`src/rtl/alu_defs.sv`:
```
// rtl/alu_defs.sv - shared ALU control codes, FSM states and combinational op helpers
// Imported by every file of the alu_seq_exec slice.
package alu_defs;

  localparam int DW  = 32;
  localparam int SHW = 5;

  localparam logic [3:0] ALU_AND  = 4'b0000;
  localparam logic [3:0] ALU_OR   = 4'b0001;
  localparam logic [3:0] ALU_ADD  = 4'b0010;
  localparam logic [3:0] ALU_SUB  = 4'b0110;
  localparam logic [3:0] ALU_BNE  = 4'b0101;
  localparam logic [3:0] ALU_SLTU = 4'b0111;
  localparam logic [3:0] ALU_SLT  = 4'b1000;
  localparam logic [3:0] ALU_SRA  = 4'b1001;
  localparam logic [3:0] ALU_SRAV = 4'b1010;
  localparam logic [3:0] ALU_LUI  = 4'b1011;

  typedef enum logic [1:0] {
    ST_IDLE  = 2'd0,
    ST_SHIFT = 2'd1,
    ST_DONE  = 2'd2
  } state_t;

  function automatic logic is_shift(input logic [3:0] code);
    return (code == ALU_SRA) || (code == ALU_SRAV);
  endfunction

  function automatic logic is_legal(input logic [3:0] code);
    case (code)
      ALU_AND, ALU_OR, ALU_ADD, ALU_SUB, ALU_BNE,
      ALU_SLTU, ALU_SLT, ALU_SRA, ALU_SRAV, ALU_LUI: return 1'b1;
      default:                                       return 1'b0;
    endcase
  endfunction

  // Single-cycle ops; shift codes return src2 (the shift-by-zero result).
  function automatic logic [DW-1:0] alu_comb(input logic [3:0] code,
                                             input logic [DW-1:0] a,
                                             input logic [DW-1:0] b);
    case (code)
      ALU_AND:           return a & b;
      ALU_OR:            return a | b;
      ALU_ADD:           return a + b;
      ALU_SUB, ALU_BNE:  return a - b;
      ALU_SLTU:          return {{(DW-1){1'b0}}, (a < b)};
      ALU_SLT:           return {{(DW-1){1'b0}}, ($signed(a) < $signed(b))};
      ALU_SRA, ALU_SRAV: return b;
      ALU_LUI:           return {b[15:0], 16'h0000};
      default:           return '0;
    endcase
  endfunction

endpackage

```
`src/rtl/alu_seq_exec_if.sv`:
```
// rtl/alu_seq_exec_if.sv - request/response handshake bundle of alu_seq_exec
// slave modport is the execution unit, master is the issuing datapath.
interface alu_seq_exec_if;
  import alu_defs::*;

  logic            in_valid_i;
  logic            in_ready_o;
  logic [3:0]      ctrl_i;
  logic [DW-1:0]   src1_i;
  logic [DW-1:0]   src2_i;
  logic [SHW-1:0]  shamt_i;
  logic            out_valid_o;
  logic            out_ready_i;
  logic [DW-1:0]   result_o;
  logic            zero_o;
  logic            illegal_o;

  modport slave (
    input  in_valid_i, ctrl_i, src1_i, src2_i, shamt_i, out_ready_i,
    output in_ready_o, out_valid_o, result_o, zero_o, illegal_o
  );

  modport master (
    output in_valid_i, ctrl_i, src1_i, src2_i, shamt_i, out_ready_i,
    input  in_ready_o, out_valid_o, result_o, zero_o, illegal_o
  );
endinterface

```
`src/rtl/alu_shifter.sv`:
```
// rtl/alu_shifter.sv - arithmetic right shifter, iterative 1 bit/cycle or barrel
// ALU_SEQ_BARREL_EN selects the single-cycle barrel form (shifted is combinational, last=1).
module alu_shifter
  import alu_defs::*;
(
  input  logic           clk,
  input  logic           rst_n,
  input  logic           load,
  input  logic [DW-1:0]  load_value,
  input  logic [SHW-1:0] load_count,
  output logic [DW-1:0]  shifted,
  output logic           last
);

`ifdef ALU_SEQ_BARREL_EN
  assign shifted = $signed(load_value) >>> load_count;
  assign last    = 1'b1;
`else
  logic [DW-1:0]  value;
  logic [SHW-1:0] count;

  always_ff @(posedge clk or negedge rst_n) begin
    if (!rst_n) begin
      value <= '0;
      count <= '0;
    end else if (load) begin
      value <= load_value;
      count <= load_count;
    end else if (count != '0) begin
      value <= shifted;
      count <= count - SHW'(1);
    end
  end

  // shifted is the value after this cycle's step; last marks the final step.
  assign shifted = $signed(value) >>> 1;
  assign last    = (count == SHW'(1));
`endif

endmodule

```
`src/rtl/alu_seq_exec.sv`:
```
// rtl/alu_seq_exec.sv - handshaked ALU execution unit with iterative sra/srav
// ALU_SEQ_BARREL_EN makes shifts single-cycle; otherwise they take one cycle per bit.
module alu_seq_exec
  import alu_defs::*;
(
  input  logic         clk_i,
  input  logic         rst_i,
  alu_seq_exec_if.slave bus
);

  state_t         state, state_n;
  logic           accept, op_shift, sh_load, sh_last;
  logic           load_res, ill_d, bne_d, zero_d;
  logic [SHW-1:0] sh_amt;
  logic [DW-1:0]  sh_out, res_d, result_q;
  logic           zero_q, illegal_q;

  assign accept   = bus.in_valid_i && (state == ST_IDLE);
  assign op_shift = is_shift(bus.ctrl_i);
  assign sh_amt   = (bus.ctrl_i == ALU_SRA) ? bus.shamt_i : bus.src1_i[SHW-1:0];
  assign sh_load  = accept && op_shift;

  alu_shifter u_shifter (
    .clk        (clk_i),
    .rst_n      (rst_i),
    .load       (sh_load),
    .load_value (bus.src2_i),
    .load_count (sh_amt),
    .shifted    (sh_out),
    .last       (sh_last)
  );

  always_ff @(posedge clk_i or negedge rst_i) begin
    if (!rst_i) state <= ST_IDLE;
    else        state <= state_n;
  end

  always_comb begin
    state_n  = state;
    load_res = 1'b0;
    res_d    = result_q;
    ill_d    = illegal_q;
    bne_d    = 1'b0;
    case (state)
      ST_IDLE: begin
        if (accept) begin
          load_res = 1'b1;
          res_d    = alu_comb(bus.ctrl_i, bus.src1_i, bus.src2_i);
          ill_d    = !is_legal(bus.ctrl_i);
          bne_d    = (bus.ctrl_i == ALU_BNE);
          state_n  = ST_DONE;
          if (op_shift) begin
`ifdef ALU_SEQ_BARREL_EN
            res_d = sh_out;
`else
            // Zero-length shifts skip SHIFT; alu_comb already returned src2.
            if (sh_amt != '0) begin
              load_res = 1'b0;
              state_n  = ST_SHIFT;
            end
`endif
          end
        end
      end
      ST_SHIFT: begin
        if (sh_last) begin
          load_res = 1'b1;
          res_d    = sh_out;
          ill_d    = 1'b0;
          state_n  = ST_DONE;
        end
      end
      ST_DONE: begin
        if (bus.out_ready_i) state_n = ST_IDLE;
      end
      default: state_n = ST_IDLE;
    endcase
  end

  // bne reports "not equal" on the zero flag so branch logic stays uniform.
  assign zero_d = bne_d ? (res_d != '0) : (res_d == '0);

  always_ff @(posedge clk_i or negedge rst_i) begin
    if (!rst_i) begin
      result_q  <= '0;
      zero_q    <= 1'b0;
      illegal_q <= 1'b0;
    end else if (load_res) begin
      result_q  <= res_d;
      zero_q    <= zero_d;
      illegal_q <= ill_d;
    end
  end

  assign bus.in_ready_o  = (state == ST_IDLE);
  assign bus.out_valid_o = (state == ST_DONE);
  assign bus.result_o    = result_q;
  assign bus.zero_o      = zero_q;
  assign bus.illegal_o   = illegal_q;

endmodule

```
`src/flat_wrapper.sv`:
```
// flat-port wrapper written by rule: the top's interface ports become plain ports
module alu_seq_exec_flat import alu_defs::*;
  (clk_i, rst_i, bus_in_valid_i, bus_ctrl_i, bus_src1_i, bus_src2_i, bus_shamt_i, bus_out_ready_i, bus_in_ready_o, bus_out_valid_o, bus_result_o, bus_zero_o, bus_illegal_o);
  alu_seq_exec_if bus_i ();
  input  logic clk_i;
  input  logic rst_i;
  input wire logic [$bits(bus_i.in_valid_i)-1:0] bus_in_valid_i;
  input wire logic [$bits(bus_i.ctrl_i)-1:0] bus_ctrl_i;
  input wire logic [$bits(bus_i.src1_i)-1:0] bus_src1_i;
  input wire logic [$bits(bus_i.src2_i)-1:0] bus_src2_i;
  input wire logic [$bits(bus_i.shamt_i)-1:0] bus_shamt_i;
  input wire logic [$bits(bus_i.out_ready_i)-1:0] bus_out_ready_i;
  output wire logic [$bits(bus_i.in_ready_o)-1:0] bus_in_ready_o;
  output wire logic [$bits(bus_i.out_valid_o)-1:0] bus_out_valid_o;
  output wire logic [$bits(bus_i.result_o)-1:0] bus_result_o;
  output wire logic [$bits(bus_i.zero_o)-1:0] bus_zero_o;
  output wire logic [$bits(bus_i.illegal_o)-1:0] bus_illegal_o;
  assign bus_i.in_valid_i = bus_in_valid_i;
  assign bus_i.ctrl_i = bus_ctrl_i;
  assign bus_i.src1_i = bus_src1_i;
  assign bus_i.src2_i = bus_src2_i;
  assign bus_i.shamt_i = bus_shamt_i;
  assign bus_i.out_ready_i = bus_out_ready_i;
  assign bus_in_ready_o = bus_i.in_ready_o;
  assign bus_out_valid_o = bus_i.out_valid_o;
  assign bus_result_o = bus_i.result_o;
  assign bus_zero_o = bus_i.zero_o;
  assign bus_illegal_o = bus_i.illegal_o;
  alu_seq_exec u_core (.clk_i(clk_i), .rst_i(rst_i), .bus(bus_i));
endmodule
```
`config.mk`:
```
export PLATFORM = sky130hd
export DESIGN_NAME = alu_seq_exec_flat
export DESIGN_NICKNAME = d
export VERILOG_FILES = /design/src/rtl/alu_defs.sv /design/src/rtl/alu_seq_exec_if.sv /design/src/rtl/alu_shifter.sv /design/src/rtl/alu_seq_exec.sv /design/src/flat_wrapper.sv
export SDC_FILE = /design/constraint.sdc
export NUM_CORES = 1
export LEC_CHECK = 0
export ABC_AREA = 1
export CELL_PAD_IN_SITES_DETAIL_PLACEMENT = 0
export CELL_PAD_IN_SITES_GLOBAL_PLACEMENT = 1
export CORE_MARGIN = 2
export CORE_UTILIZATION = 41
export CTS_CLUSTER_SIZE = 40
export DETAILED_ROUTE_END_ITERATION = 7
export GPL_ROUTABILITY_DRIVEN = 1
export PLACE_DENSITY_LB_ADDON = 0.1
export SLEW_MARGIN = 20
export SYNTH_ARGS = -nofsm -noshare
export SYNTH_HDL_FRONTEND = slang
export SYNTH_SLANG_ARGS = --single-unit
export TNS_END_PERCENT = 1
```
`constraint.sdc`:
```
create_clock -name clk_i -period 2.45 [get_ports clk_i]
set_input_delay 0.735 -clock clk_i [delete_from_list [all_inputs] [get_ports clk_i]]
set_output_delay 0.735 -clock clk_i [all_outputs]
set_load 0.02 [all_outputs]
```
Word level (Yosys, flattened, before mapping)
Memories as Yosys holds them, arrays and structs flattened.
Index checks and enable logic that the tools add are counted.
W data, S select, Z words.
{"block": "word_totals", "mem_bits_ro": 16, "out_inout_bits": 36, "inputBits": 77, "memories": 1, "register_bits": 73, "elab_cells": 74}
{"memory": "(no name shown)", "depth": 16, "width": 1, "rd": 1, "rd_ports_with_merged_regs": 0, "wr": 0, "line_no": "alu_defs.sv:30", "source": "case (code)"}
{"block": "op_classes", "magnitude_cmp": 2, "bitwise": 2, "eq_ne": 15, "reduce_logical": 16, "mux": 28, "add_sub_neg": 3}
{"operator": "$pmux W32 S8", "n": 1}
{"operator": "$mux W32", "n": 3}
{"operator": "$lt A32 B32 Y1", "n": 2}
{"operator": "$pmux W32 S2", "n": 1}
{"operator": "$add A32 B32 Y32", "n": 1}
{"operator": "$and A32 B32 Y32", "n": 1}
{"operator": "$logic_not A32 Y1", "n": 1}
{"operator": "$or A32 B32 Y32", "n": 1}
{"operator": "$reduce_bool A32 Y1", "n": 1}
{"operator": "$sub A32 B32 Y32", "n": 1}
{"operator": "$mux W31", "n": 1}
{"operator": "$eq A4 B4 Y1 const B", "n": 4}
{"operator": "$mux W5", "n": 3}
{"operator": "$eq A4 B3 Y1 const B", "n": 3}
{"operator": "$mux W1", "n": 11}
{"operator": "$mux W2", "n": 5}
{"operator": "$reduce_bool A5 Y1", "n": 2}
{"operator": "$pmux W2 S3", "n": 1}
{"operator": "$eq A5 B1 Y1 const B", "n": 1}
{"operator": "$sub A5 B1 Y5 const B", "n": 1}
{"operator": "$eq A4 B1 Y1 const B", "n": 1}
{"operator": "$eq A4 B2 Y1 const B", "n": 1}
{"operator": "$logic_not A4 Y1", "n": 1}
{"operator": "$ne A2 B1 Y1 const B", "n": 2}
{"operator": "other kinds (12)", "n": 16}

Logic depth before layout (Yosys ltp)
{"block": "depth", "depth_word": 8, "mapped_depth": 24, "depth_no_buf": 24}

Cells and area by module
From an unflattened synthesis, not the netlist that was laid out.
{"block": "hier_totals", "cells_unflattened": 2025, "area_unflattened_um2": 11245.8}
{"module": "alu_seq_exec", "area_per_inst_um2": 9346.5, "instances": 1, "seq_area_each_um2": 900.9, "cells_per_inst": 1752}
{"module": "alu_shifter", "area_per_inst_um2": 1899.3, "instances": 1, "seq_area_each_um2": 900.9, "cells_per_inst": 273}

Worst setup path after synthesis
No wires, ideal clock.
{"block": "synth_path", "path_kind": "input-to-reg", "startpoint": "in bus_src1_i[0]", "endpoint": "reg u_core.zero_q (netlist: u_core.bus.zero_o)", "t_required_ns": 2.333, "setup_time_ns": 0.117, "stages": 22, "path_buffers": 0, "arrival_ns": 2.686, "setup_slack_ns": -0.353, "cell_sequence": "inv_1 ha_1 inv_1 fa_1 nand2_2 nand2_4 nand3_2 nand2_2 nand2_1 nand3_1 nand2_1 nand3_1 nand3_1 nand3_1 nand2_1 nand2_1 nor2_1 nand2_1 nor2_2 nand4_1 nand3_1 nand2_1"}
{"block": "synth_via", "elab_chain_cells": 6, "word_cells_on_any_way": 18, "cone_classes": "2 x add/sub; 2 x order compare; 9 x mux; 2 x bitwise; 3 x reduce/logical"}
{"item": "from (decl)", "line_no": "flat_wrapper.sv:9", "source": "input wire logic [$bits(bus_i.src1_i)-1:0] bus_src1_i;"}
{"item": "$sub A32 B32 Y32, or another cell as far along", "line_no": "alu_defs.sv:45", "source": "ALU_SUB, ALU_BNE: return a - b;"}
{"item": "$pmux W32 S8 / $reduce_bool A5 Y1 (equally long branches)", "line_no": "alu_defs.sv:41, alu_seq_exec.sv:57"}
{"item": "$mux W32 / $mux W1 (equally long branches)", "line_no": "alu_seq_exec.sv:46, alu_seq_exec.sv:57"}
{"item": "$pmux W32 S2 / $mux W1 (equally long branches)", "line_no": "alu_seq_exec.sv:44, alu_seq_exec.sv:52"}
{"item": "$logic_not A32 Y1, or another cell as far along", "line_no": "alu_seq_exec.sv:81", "source": "assign zero_d = bne_d ? (res_d != '0) : (res_d == '0);"}
{"item": "$mux W1 / $pmux W1 S2 (equally long branches)", "line_no": "alu_seq_exec.sv:81, alu_seq_exec.sv:44"}
{"item": "to (signal assigned)", "line_no": "alu_seq_exec.sv:90", "source": "zero_q <= zero_d;"}
{"item": "to (decl)", "line_no": "alu_seq_exec.sv:16", "source": "logic zero_q, illegal_q;"}
Parallel ways exist; a longest one is shown, timed or not.
A chain may end at the register's enable or synchronous reset.

Final worst setup path
{"block": "layout_path", "startpoint": "in bus_src1_i[1]", "endpoint": "reg u_core.zero_q (netlist: u_core.bus.zero_o)"}
Same word-level chain as after synthesis.

==> impl_metrics.env <==
export IMPL_status="finished, violations left"
export IMPL_violations="negative setup slack"
export IMPL_clock_sinks=72
export IMPL_grt_overflow=0
export IMPL_rows=59
export IMPL_fmax_mhz=344
export IMPL_syn_inst=1811
export IMPL_r2r_setup_slack_ps=30
export IMPL_slowest_delay_ps=400
export IMPL_start_kind="input pin"
export IMPL_p_leak_nw=9.35
export IMPL_place_congestion=1.01
export IMPL_drv_slew=0
export IMPL_setup_ws_ps=-456
export IMPL_maxCapViolations=0
export IMPL_criticalPathCategory="in -> reg"
export IMPL_slew_headroom_pct=64.9
export IMPL_yosysSeqAreaShare_pct=16.6
export IMPL_syn_avg_cell_area_um2=6.00
export IMPL_fin_area_um2=18300
export IMPL_first_global_vias=14300
export IMPL_core_area_um2=26100
export IMPL_start_util_pct=41.7
export IMPL_grt_antenna_before_repair=2
export IMPL_post_place_ws_ps=-1570
export IMPL_setup_viol=34
export IMPL_tightest_slew_ps=526
export IMPL_drive_above_1_share_pct=47.9
export IMPL_route_antenna_remaining_nets=0
export IMPL_end_kind="flip-flop"
export IMPL_worst_path_max_fanout=3
export IMPL_viasPerCell=5.36
export IMPL_final_util_pct=70.1
export IMPL_p_per_area_nw_per_um2=585
export IMPL_hold_viol_final=0
export IMPL_synth_seq_cells=72
export IMPL_grt_pass1_wl_um=78300
export IMPL_synth_cell_types=50
export IMPL_synth_top_area_share_pct=17.3
export IMPL_grt_max_degree=43
export IMPL_arrival_ps=3180
export IMPL_rr_startpoint="u_core.u_shifter.count[3]"
export IMPL_io_pins=113
export IMPL_period_minus_slack_ps=2910
export IMPL_wirelength_um=51500
export IMPL_final_nets=2550
export IMPL_cts_hold_buf=0
export IMPL_cts_buffers=9
export IMPL_wl_per_cell_um=19.1
export IMPL_die_area_um2=27800
export IMPL_rsz0062_at_grt="yes"
export IMPL_min_period_over_period_pct=119
export IMPL_reg2reg_depth=17
export IMPL_hold_class="in -> async"
export IMPL_clock_latency_ps=340
export IMPL_path_clk_slew_ps=60
export IMPL_r2r_end="u_core.bus.zero_o"
export IMPL_dr_pass1_iters=6
export IMPL_cp_cell_sequence="buf_2 > inv_2 > buf_4 > fa_2 > inv_2 > buf_4 > nand2_2 > nand3_2 > nand2_1 > nand3_1 > nand3_2 > a21oi_2 > nand2_1 > nor2_1 > nand4_1 > nor2_4 > nand3_1 > nand2_1 > nand3_1 > nand2_1"
export IMPL_post_route_drc_count=0
export IMPL_vdd_drop_max_mv=0.775
export IMPL_area_growth_syn_to_layout_pct=68.0
export IMPL_slowest_stage="fa_2"
export IMPL_async_flop_share_pct=100
export IMPL_required_ps=2730
export IMPL_die_x_um=167
export IMPL_die_h_um=167
export IMPL_synth_top_area_cell="nand2_1"
export IMPL_dpl_cell_area_um2=15300
export IMPL_vias=14500
export IMPL_mappedNetlistArea_um2=10900
export IMPL_htree_levels=3
export IMPL_place_hpwl_um=41500
export IMPL_dr_first_iter_drc_count=1036
export IMPL_clock_skew_ps=4.53
export IMPL_synth_nets=2000
export IMPL_synth_edf_count=0
export IMPL_clockBufferDepth=2
export IMPL_yosysWarnings=0
export IMPL_cts_root_buf="clkbuf_16"
export IMPL_synth_area_leaders="nand2_1, dfrtp_1, ha_1, inv_1, nand3_1"
export IMPL_io_buffer_count=112
export IMPL_finalSetupTns_ps=-7590
export IMPL_cts_tree="done"
export IMPL_grt_usage_pct=36.1
export IMPL_synth_ff_type="dfrtp_1"
export IMPL_total_power_w=0.0107
export IMPL_cpMostUsedCell="nand2_1"
critical path, delay by kind of cell:
kind / cells / cell delay, ps
simple gates: 13 / 1300
buf+inv: 5 / 520
fa+ha+maj: 1 / 400
compound gates: 1 / 210
Yosys cell counts, types with 10 or more instances:
master / count
a221oi_1: 38
buf_4: 13
ha_1: 110
nor2_1: 132
nand3_1: 175
nand2_1: 502
dfrtp_1: 72
o22ai_1: 46
o21ai_1: 16
a21oi_1: 77
nand4_1: 20
buf_2: 24
buf_6: 14
inv_2: 30
inv_1: 300
clkbuf_1: 11
nor3_1: 22
nor2_2: 30
nand2_2: 26
o21ai_0: 57
o21bai_1: 11
a21oi_2: 10
sequential cells by signal (all words and copies together) (netlist names):
signal	flops
u_core.bus.illegal_o	1
u_core.bus.result_o	32
u_core.u_shifter.value	31
u_core.u_shifter.count	5
u_core.bus.zero_o	1
u_core.state	2
report_power, final:
group / leakage (nW) / switching, W / internal [W] / total, W
registers: 0.879 / 0.000415 / 0.00173 / 0.00215
logic: 8.34 / 0.00402 / 0.00330 / 0.00732
clock network: 0.136 / 0.000509 / 0.000707 / 0.00122
total: 9.35 / 0.00495 / 0.00574 / 0.0107
worst max-delay path by stage:
stage / from / to / slack (ps)
floorplan: bus_src1_i[0] / u_core.bus.zero_o / -220
global placement: bus_src2_i[6] / u_core.bus.zero_o / -1560
detailed placement: bus_src2_i[4] / u_core.bus.zero_o / -1570
CTS: bus_src2_i[0] / u_core.bus.zero_o / -380
global route: bus_src1_i[18] / u_core.bus.zero_o / -580
finish: bus_src1_i[1] / u_core.bus.zero_o / -460
cell families (layout without fill, tap and decap cells):
group,Yosys count,after routing,share of synthesized area (%)
buf+inv,400,955,15.5
compound gates,286,286,16.3
simple gates,939,939,38.3
fa+ha+maj,112,112,13.0
flops,72,72,16.6
xor+xnor,2,2,0.161
other cells,0,2,0
per-stage QoR:
step	hold slack [ps]	cells
after global placement	473	2609
after global routing	373	2701
final	339	2703
after floorplan	439	1811
after detailed placement	482	2609
after CTS	347	2686
final cells by class:
| type | instances | area (um2) |
|---|---|---|
| multi-input cells | 1339 | 9550 |
| fillers | 2318 | 7800 |
| repair buffers | 605 | 4920 |
| flip-flops and latches | 72 | 1800 |
| inverters | 334 | 1290 |
| well taps | 335 | 419 |
| clock buffers | 12 | 246 |
| clock inverters | 4 | 20.0 |
| diodes | 2 | 5.00 |
cells in the final DEF, fill, tap and decap left out, types with 5 or more instances in the layout:
cell type        count
a211oi_1             8
a21oi_1             43
a21oi_2             30
a21oi_4             14
a221oi_1            35
a31oi_1              8
buf_12              15
buf_2               37
buf_4              447
buf_6               36
clkbuf_16            9
clkdlybuf4s15_2      7
clkdlybuf4s50_1     43
dfrtp_1             72
dlygate4sd2_1       13
ha_1                55
ha_2                14
ha_4                41
inv_1              208
inv_2              112
inv_4               11
nand2_1            380
nand2_2            122
nand2_4             29
nand3_1            101
nand3_2             67
nand3_4             12
nand4_1             20
nor2_1              92
nor2_2              34
nor2_4              40
nor3_1              17
nor3_4               9
o21ai_0             35
o21ai_1             30
o21ai_2              8
o21bai_1             5
o21bai_2             5
o22ai_1             46
timing repair:
action                                  CTS  global route
pin swaps                               200           124
buffers inserted                         62            15
resized for setup                       700           144
endpoints found under the setup margin   37            35
per-layer routing:
layer / track usage, % / share of wire (%) / vias to the layer above / wire (um)
li1: - / - / 6941 / -
met1: 44.5 / 40 / 6873 / 20800
met2: 61.3 / 47 / 557 / 24200
met3: 5.68 / 6.6 / 125 / 3410
met4: 17.7 / 5.9 / 0 / 3020
met5: 0 / 0 / - / 0
(Power assumes the default switching activity.)
